**config.mk**
```make
export PLATFORM = sky130hd
export DESIGN_NAME = accum_mc
export DESIGN_NICKNAME = d
export VERILOG_FILES = /design/src/rtl/accum_mc.sv
export SDC_FILE = /design/constraint.sdc
export NUM_CORES = 2
export LEC_CHECK = 0
export ABC_AREA = 0
export BUFFER_PORTS_ARGS = -buffer_cell sky130_fd_sc_hd__buf_2
export CAP_MARGIN = 10
export CORE_ASPECT_RATIO = 1.75
export CORE_MARGIN = 8
export CORE_UTILIZATION = 25
export CTS_CLUSTER_DIAMETER = 40
export CTS_CLUSTER_SIZE = 12
export DETAILED_ROUTE_END_ITERATION = 8
export HOLD_SLACK_MARGIN = 0.12
export RECOVER_POWER = 50
export SLEW_MARGIN = 20
export SYNTH_ARGS = -nofsm -noshare
export SYNTH_HDL_FRONTEND = slang
export SYNTH_SLANG_ARGS = --single-unit
```
**constraint.sdc**
```tcl
create_clock -name clk -period 71.3 [get_ports clk]
set_clock_uncertainty 0.15 [all_clocks]
set_input_delay 17.825 -clock clk [delete_from_list [all_inputs] [get_ports clk]]
set_output_delay 17.825 -clock clk [all_outputs]
set_load 0.03 [all_outputs]
```
**src/rtl/accum_mc.sv**
```systemverilog
// rtl/accum_mc.sv - multi-channel FMULT/ACCUM term accumulator
// Per-channel partial sums with single-cycle read-modify-write and optional saturation.
module accum_mc #(
  parameter int WIDTH  = 16,
  parameter int NCH    = 32,
  parameter int CH_W   = 5,
  parameter int NTERMS = 8,
  parameter int SAT    = 0
) (
  input  logic             reset,
  input  logic             clk,
  input  logic             clear,
  input  logic             in_valid,
  input  logic             in_start,
  input  logic [CH_W-1:0]  in_ch,
  input  logic [WIDTH-1:0] W,
  output logic             out_valid,
  output logic [CH_W-1:0]  out_ch,
  output logic [WIDTH-1:0] S,
  output logic             out_ovf,
  output logic             seq_err
);

  localparam int CNT_W = (NTERMS > 1) ? $clog2(NTERMS) : 1;
  localparam logic [CNT_W:0]   LAST_CNT = (CNT_W + 1)'(NTERMS);
  localparam logic [CNT_W:0]   ONE_CNT  = (CNT_W + 1)'(1);
  localparam logic [CH_W:0]    NCH_LIM  = (CH_W + 1)'(NCH);
  localparam logic [WIDTH-1:0] POS_MAX  = {1'b0, {(WIDTH-1){1'b1}}};
  localparam logic [WIDTH-1:0] NEG_MAX  = {1'b1, {(WIDTH-1){1'b0}}};

  logic [WIDTH-1:0] acc   [NCH];
  logic [CNT_W-1:0] cnt   [NCH];
  logic             ovf_r [NCH];

  logic             accept;
  logic             ch_ok;
  logic [CH_W-1:0]  idx;
  logic [WIDTH-1:0] cur_acc;
  logic [CNT_W-1:0] cur_cnt;
  logic             cur_ovf;
  logic             is_idle;
  logic             do_load;
  logic [WIDTH-1:0] sum;
  logic             add_ovf;
  logic [WIDTH-1:0] nxt_acc;
  logic             nxt_ovf;
  logic [CNT_W:0]   nxt_cnt;
  logic             done;
  logic             proto_err;

  assign accept = in_valid & ~clear;
  assign ch_ok  = ({1'b0, in_ch} < NCH_LIM);
  // Out-of-range channels are steered to 0 so the array read stays in bounds.
  assign idx    = ch_ok ? in_ch : '0;

  always_comb begin
    cur_acc   = acc[idx];
    cur_cnt   = cnt[idx];
    cur_ovf   = ovf_r[idx];
    is_idle   = (cur_cnt == '0);
    do_load   = in_start | is_idle;
    sum       = cur_acc + W;
    add_ovf   = (cur_acc[WIDTH-1] == W[WIDTH-1]) && (sum[WIDTH-1] != cur_acc[WIDTH-1]);
    nxt_acc   = sum;
    nxt_ovf   = cur_ovf | add_ovf;
    nxt_cnt   = {1'b0, cur_cnt} + ONE_CNT;
    if (do_load) begin
      nxt_acc = W;
      nxt_ovf = 1'b0;
      nxt_cnt = ONE_CNT;
    end else if ((SAT != 0) && add_ovf) begin
      nxt_acc = cur_acc[WIDTH-1] ? NEG_MAX : POS_MAX;
    end
    done      = (nxt_cnt == LAST_CNT);
    proto_err = ~ch_ok | (in_start & ~is_idle) | (~in_start & is_idle);
  end

  always_ff @(posedge clk or posedge reset) begin
    if (reset) begin
      for (int i = 0; i < NCH; i++) begin
        acc[i]   <= '0;
        cnt[i]   <= '0;
        ovf_r[i] <= 1'b0;
      end
    end else if (clear) begin
      for (int i = 0; i < NCH; i++) begin
        acc[i]   <= '0;
        cnt[i]   <= '0;
        ovf_r[i] <= 1'b0;
      end
    end else if (accept && ch_ok) begin
      if (done) begin
        acc[idx]   <= '0;
        cnt[idx]   <= '0;
        ovf_r[idx] <= 1'b0;
      end else begin
        acc[idx]   <= nxt_acc;
        cnt[idx]   <= nxt_cnt[CNT_W-1:0];
        ovf_r[idx] <= nxt_ovf;
      end
    end
  end

  // Result fields hold their last completed value between pulses.
  always_ff @(posedge clk or posedge reset) begin
    if (reset) begin
      out_valid <= 1'b0;
      out_ch    <= '0;
      S         <= '0;
      out_ovf   <= 1'b0;
      seq_err   <= 1'b0;
    end else begin
      out_valid <= accept & ch_ok & done;
      seq_err   <= accept & proto_err;
      if (accept && ch_ok && done) begin
        out_ch  <= idx;
        S       <= nxt_acc;
        out_ovf <= nxt_ovf;
      end
    end
  end

endmodule

```
== Word level (Yosys, flattened, before mapping) ==
Index checks and enable logic that the tools add are counted.

* Bits in registers: 664
* Input bits: 26
* Output and inout port bits: 24
* Word-level logic and storage cells: 161

* Add/sub/neg operators: 2
* $lt $le $gt $ge: 2
* Equality and inequality tests: 3
* Muxes and demuxes: 30
* Bitwise logic cells: 18
* Reductions and logical operators: 5

{| class="wikitable"
|+ Operators by type and width
! operator !! count
|-
| 2-to-1 mux 512 bit || 3
|-
| bitwise AND 512 bit || 1
|-
| bitwise mux 512 bit || 1
|-
| inverter 512 bit || 1
|-
| 2-to-1 mux 96 bit || 3
|-
| bitwise AND 96 bit || 1
|-
| bitwise mux 96 bit || 1
|-
| 2-to-1 mux 32 bit || 3
|-
| inverter 96 bit || 1
|-
| binary-select mux 16 bit (select 5 bit) || 1
|-
| demux 16 bit (select 5 bit) || 1
|-
| 2-to-1 mux 16 bit || 4
|-
| bitwise AND 32 bit || 1
|-
| bitwise mux 32 bit || 1
|-
| inverter 32 bit || 1
|-
| adder 16 bit || 1
|-
| binary-select mux 3 bit (select 5 bit) || 1
|-
| demux 3 bit (select 5 bit) || 1
|-
| 2-to-1 mux 3 bit || 3
|-
| greater-or-equal comparator 6 bit (second input constant) || 1
|-
| less-than comparator 6 x 1 -> 1 bit (second input constant) || 1
|-
| inverter 5 -> 6 bit || 1
|-
| bitwise AND 1 bit || 5
|-
| binary-select mux 1 bit (select 5 bit) || 1
|-
| other kinds (12) || 21
|}

== Longest topological paths before layout ==
* Word-level depth: 13
* Gate-level depth with buffers: 23
* Gate-level depth less buffers: 16

== Least setup slack after synthesis ==
OpenSTA, ideal clock, no wires.

* Path kind: input -> register
* Start: in in_ch[1]
* End: reg ovf_r[12] in the netlist's numbering
* Arrival: 22177 ps
* Required time: 71014 ps
* Slack: 48837 ps
* Cell stages on the path: 21
* Cells stage by stage: buf_4 > buf_6 > buf_6 > buf_6 > buf_6 > buf_2 > clkbuf_1 > clkbuf_1 > mux4_2 > a22oi_1 > nand4_1 > ha_1 > a2111o_1 > a21oi_1 > o21ai_0 > a211oi_1 > nor2_1 > a311o_1 > nand2_2 > clkbuf_2 > o21ai_0

* Word-level cells in the longest chain between the ends: 13

{| class="wikitable"
|+ RTL lines
! item !! line !! RTL
|-
| start, declared || 15 || <nowiki>input logic [CH_W-1:0] in_ch,</nowiki>
|-
| inverter 5 -> 6 bit (implied by the code) * || - ||
|-
| binary-select mux 16 bit (select 5 bit) || 57 || <nowiki>cur_acc = acc[idx];</nowiki>
|-
| 2-to-1 mux 16 bit (implied by the code) (2 in a row) || 57 ||
|-
| adder 16 bit || 62 || <nowiki>sum = cur_acc + W;</nowiki>
|-
| != test 1 bit || 63 || <nowiki>add_ovf = (cur_acc[WIDTH-1] == W[WIDTH-1]) && (sum[WIDTH-1] != cur_acc[WIDTH-1]);</nowiki>
|-
| logical AND 1 bit || 63 ||
|-
| OR 1 bit || 65 || <nowiki>nxt_ovf = cur_ovf | add_ovf;</nowiki>
|-
| 2-to-1 mux 1 bit || 67 || <nowiki>if (do_load) begin</nowiki>
|-
| bitwise mux 32 bit || 99 || <nowiki>ovf_r[idx] <= nxt_ovf;</nowiki>
|-
| 2-to-1 mux 32 bit * || 92 || <nowiki>if (done) begin</nowiki>
|-
| 2-to-1 mux 32 bit * || 91 || <nowiki>end else if (accept && ch_ok) begin</nowiki>
|-
| 2-to-1 mux 32 bit * || 85 || <nowiki>end else if (clear) begin</nowiki>
|-
| end signal, assigned by index || 99 ||
|-
| end, declared || 33 || <nowiki>logic ovf_r [NCH];</nowiki>
|}

Every way passes the cells marked *; elsewhere a longest branch is shown, timed or not. The select of a mux whose other input is x is not followed.
A chain may end at the register's enable or synchronous reset.

== Final worst setup path ==
* Start: in in_ch[1]
* End: reg acc[399] in the netlist's numbering

* Word-level cells in the longest chain between the ends: 11

{| class="wikitable"
|+ RTL lines
! item !! line !! RTL
|-
| inverter 5 -> 6 bit (implied by the code) * || - ||
|-
| parallel branches: the longest is 7 deep, another holds adder 16 bit || - ||
|-
| 2-to-1 mux 512 bit * || 92 ||
|-
| 2-to-1 mux 512 bit * || 91 ||
|-
| 2-to-1 mux 512 bit * || 85 ||
|-
| end signal, assigned by index || 97 || <nowiki>acc[idx] <= nxt_acc;</nowiki>
|-
| end, declared || 31 || <nowiki>logic [WIDTH-1:0] acc [NCH];</nowiki>
|}

Mark *: on every way between the ends. The select of a mux whose other input is x is not followed.

==> results.yml <==
status:
  outcome: "finished with violations"
  violations: "max-capacitance violations, max-slew violations"
clock_tree:
  post_cts_resized: 0
  cts_hold_buf: 0
  cts_root_buffer: "clkbuf_16"
  clock-sinks: 664
  clk_pin_slew_ns: 0.06
  clk_latency_ns: 0.64
  cts_max_path_buffers: 3
  numCtsBuffers: 67
  h-tree-depth: 3
  post_cts_buffers: 0
  tritoncts: "yes"
grt:
  use_met3_pct: 2.65
  antenna_found_initial: 11
  grt_overflow_total: 0
  track_usage_pct: 16.2
  grt_first_pass_wirelength_um: 178000
  grt_use_met1_pct: 17.9
  grt_pass1_vias: 26100
  grt_max_degree: 158
  top_usage_layer: "met2"
  use_met2_pct: 26.7
pwr:
  power_uw: 783
  peakVddDrop_mv: 0.0164
  leakage_uw: 0.0143
  power_density_mw_per_mm2: 21.5
die:
  die_height_um: 497
  std_cell_rows: 176
  pin_count: 50
  die_area_mm2: 0.144
  initial_core_util_pct: 25.2
  die_x_um: 291
  core_mm2: 0.131
worst_hold_path:
  hp-start: "S[10]"
  hold_class: "reg2reg"
routing:
  post_drt_wl_per_cell_um: 24.2
  vias: 26300
  drt_iter0_markers: 2706
  drtAntennaViolNets: 0
  avgViaCountPerCell: 5.27
  routed_wl_um: 121000
  dr.pass1.iters: 6
  drcViolationCount: 0
timing:
  tns_ns: 0
  min_period_over_period_pct: 43.6
  rsz0062_at_grt: "false"
  setup_viol: 0
  slew_viol_final: 813
  layout_setup_ws_ns: 40.21
  worstMarginPinSlew_ns: 9.06
  fmax_mhz: 32.2
  hold_viol_final: 0
  period_minus_slack_ns: 31.09
  relSlewSlack_pct: -504
  hold_ws_ns: 0.331
worst_setup_path:
  timing.critical_path.from: "in_ch[1]"
  reg2reg_from: "cnt[67]"
  end_kind: "register"
  crit_path_max_incr_delay_ns: 6.17
  r2r_slack_ns: 65.22
  cp.arrival_ns: 31.43
  cpMaxStageDelayCell: "clkbuf_1"
  crit_chain: "buf_8 > clkbuf_1 > mux2i_1 > o22ai_1 > nor4_1 > nand2_1 > inv_1 > ha_1 > nand2b_1 > ha_1 > inv_1 > nor3_4 > buf_4 > nand4_1 > buf_4 > nand4_1 > o211ai_1"
  crit_fanout: 123
  r2r_cells: 15
  path_class: "in2reg"
  reg2reg_to: "acc[399]"
  cp.required_ns: 71.64
  critPathLaunchType: "input port"
  critPathCapture: "acc[399]"
placed_design:
  portBuffers: 49
  dpl.hpwl_um: 77500
  place_ws_ns: 46.51
  gp_congestion: 0.937
  dpl_cell_area_mm2: 0.0345
logic_synthesis:
  avgSynthCellArea_um2: 9.68
  synth_cell_types: 74
  yosys-top-cells-area: "dfrtp_1 (50%), nand2_1 (11%), mux4_2 (8.7%)"
  synthAdderAreaFrac_pct: 0.742
  ys_seq_area_share_pct: 50.3
  syn-instance-count: 3411
  synth_edf_count: 0
  synth_top_family_by_area: "simple AND/OR/NAND/NOR gates"
  synth-compound-area-share_pct: 13.6
  synth-seq-cells: 664
  synth_xor_xnor_area_share_pct: 0.212
  yosysTopAreaCellShare_pct: 50.3
  synthSimpleGateAreaFrac_pct: 19.1
  ys_warn_count: 0
  synthArstFlopShare_pct: 100
  synth.area.mux_share_pct: 11.4
  synth_flop_cell: "dfrtp_1"
  synth.largest_area_cell: "dfrtp_1"
  syn_nets: 3456
  syn_area_mm2: 0.0330
cells_and_area:
  areaGrowthSynthToFinish_pct: 10.1
  final_nets: 3331
  layout-drive-gt1-share_pct: 11.6
  post-route-cell-area_mm2: 0.0364
run:
  max_cap_violations: 10
## metrics by stage
step / utilization, % / instances
after floorplan: - / 3411
after global placement: 26.3 / 4905
after detailed placement: 26.3 / 4905
after CTS: 27.7 / 4986
after global routing: 27.7 / 4990
final: 27.7 / 4992
## layout make-up
class / instances / area [µm²]
fill: 13700 / 94900
multi-input combinational: 2414 / 14900
clock inverter: 8 / 88.8
inverter: 14 / 53.8
sequential: 664 / 16600
clock buffer: 73 / 1780
antenna: 3 / 7.51
tap: 1691 / 2120
timing repair buffer: 125 / 791
## cells in the final DEF, fill, tap and decap left out, drive strengths merged, types with 34 or more instances in the layout
| cell | n |
|---|---|
| a211oi | 38 |
| a21oi | 464 |
| a22oi | 53 |
| buf | 91 |
| clkbuf | 107 |
| dfrtp | 664 |
| mux2 | 38 |
| mux2i | 46 |
| mux4 | 128 |
| nand2 | 965 |
| nand3 | 35 |
| nand3b | 164 |
| nand4 | 45 |
| nor2 | 95 |
| o211ai | 34 |
| o21ai | 151 |
## sequential cells by signal, indices dropped and copies added (netlist names)
name,flops
out_valid,1
cnt,96
S,16
out_ch,5
seq_err,1
acc,512
ovf_r,32
out_ovf,1
## layer usage
metal	share of wire (%)	wire length, µm
met1	35	42400
met2	48	57900
met3	6.6	7920
met4	10	12400
met5	0.033	40
## power by group
group	switching [µW]	leakage [µW]	internal (µW)	total, µW
combinational	54.2	0.00407	16.1	70.3
clock	154	0.000921	178	331
sequential	1.42	0.00926	380	381
total	209	0.0143	573	783
## synth_stat cells, drive strengths merged (6+ instances only)
cell type and instances:
a21oi 464, nand3b 164, nand4 45, inv 14
nor2b 8, o211ai 34, buf 114, o21a 6
a211oi 38, or4bb 6, mux4 128, nor2 95
mux2i 46, a22oi 53, ha 18, dfrtp 664
nand2 965, clkbuf 205, o22ai 29, nor3 7
mux2 38, nand3 35, o21ai 151, nor4 7
## worst min path at each step
| stage | cells after the start | slack (ns) | end |
|---|---|---|---|
| after floorplan | 2 | 0.32 | acc[27] |
| after global placement | 2 | 0.30 | S[10] |
| after detailed placement | 2 | 0.31 | S[10] |
| after CTS | 2 | 0.32 | S[10] |
| after global routing | 2 | 0.37 | S[9] |
| final | 2 | 0.33 | S[10] |
## cell families (layout without fill, tap and decap cells)
group,after synthesis,after routing
buffers and inverters,333,220
flip-flops,664,664
adder cells (fa/ha/maj),19,19
AND/OR/NAND/NOR,1370,1370
multiplexers,212,212
XOR/XNOR,8,8
other,0,3
AO/OA/AOI/OAI,805,805
## worst max-delay path, delay by kind of cell
kind / cells / cell delay [ns]
AOI/OAI and AO/OA: 2 / 0.70
and+or+nand+nor: 6 / 1.64
buffers and inverters: 6 / 8.39
muxes: 1 / 1.43
adders and majority gates: 2 / 1.05
Power figures use the tool's default switching activity.
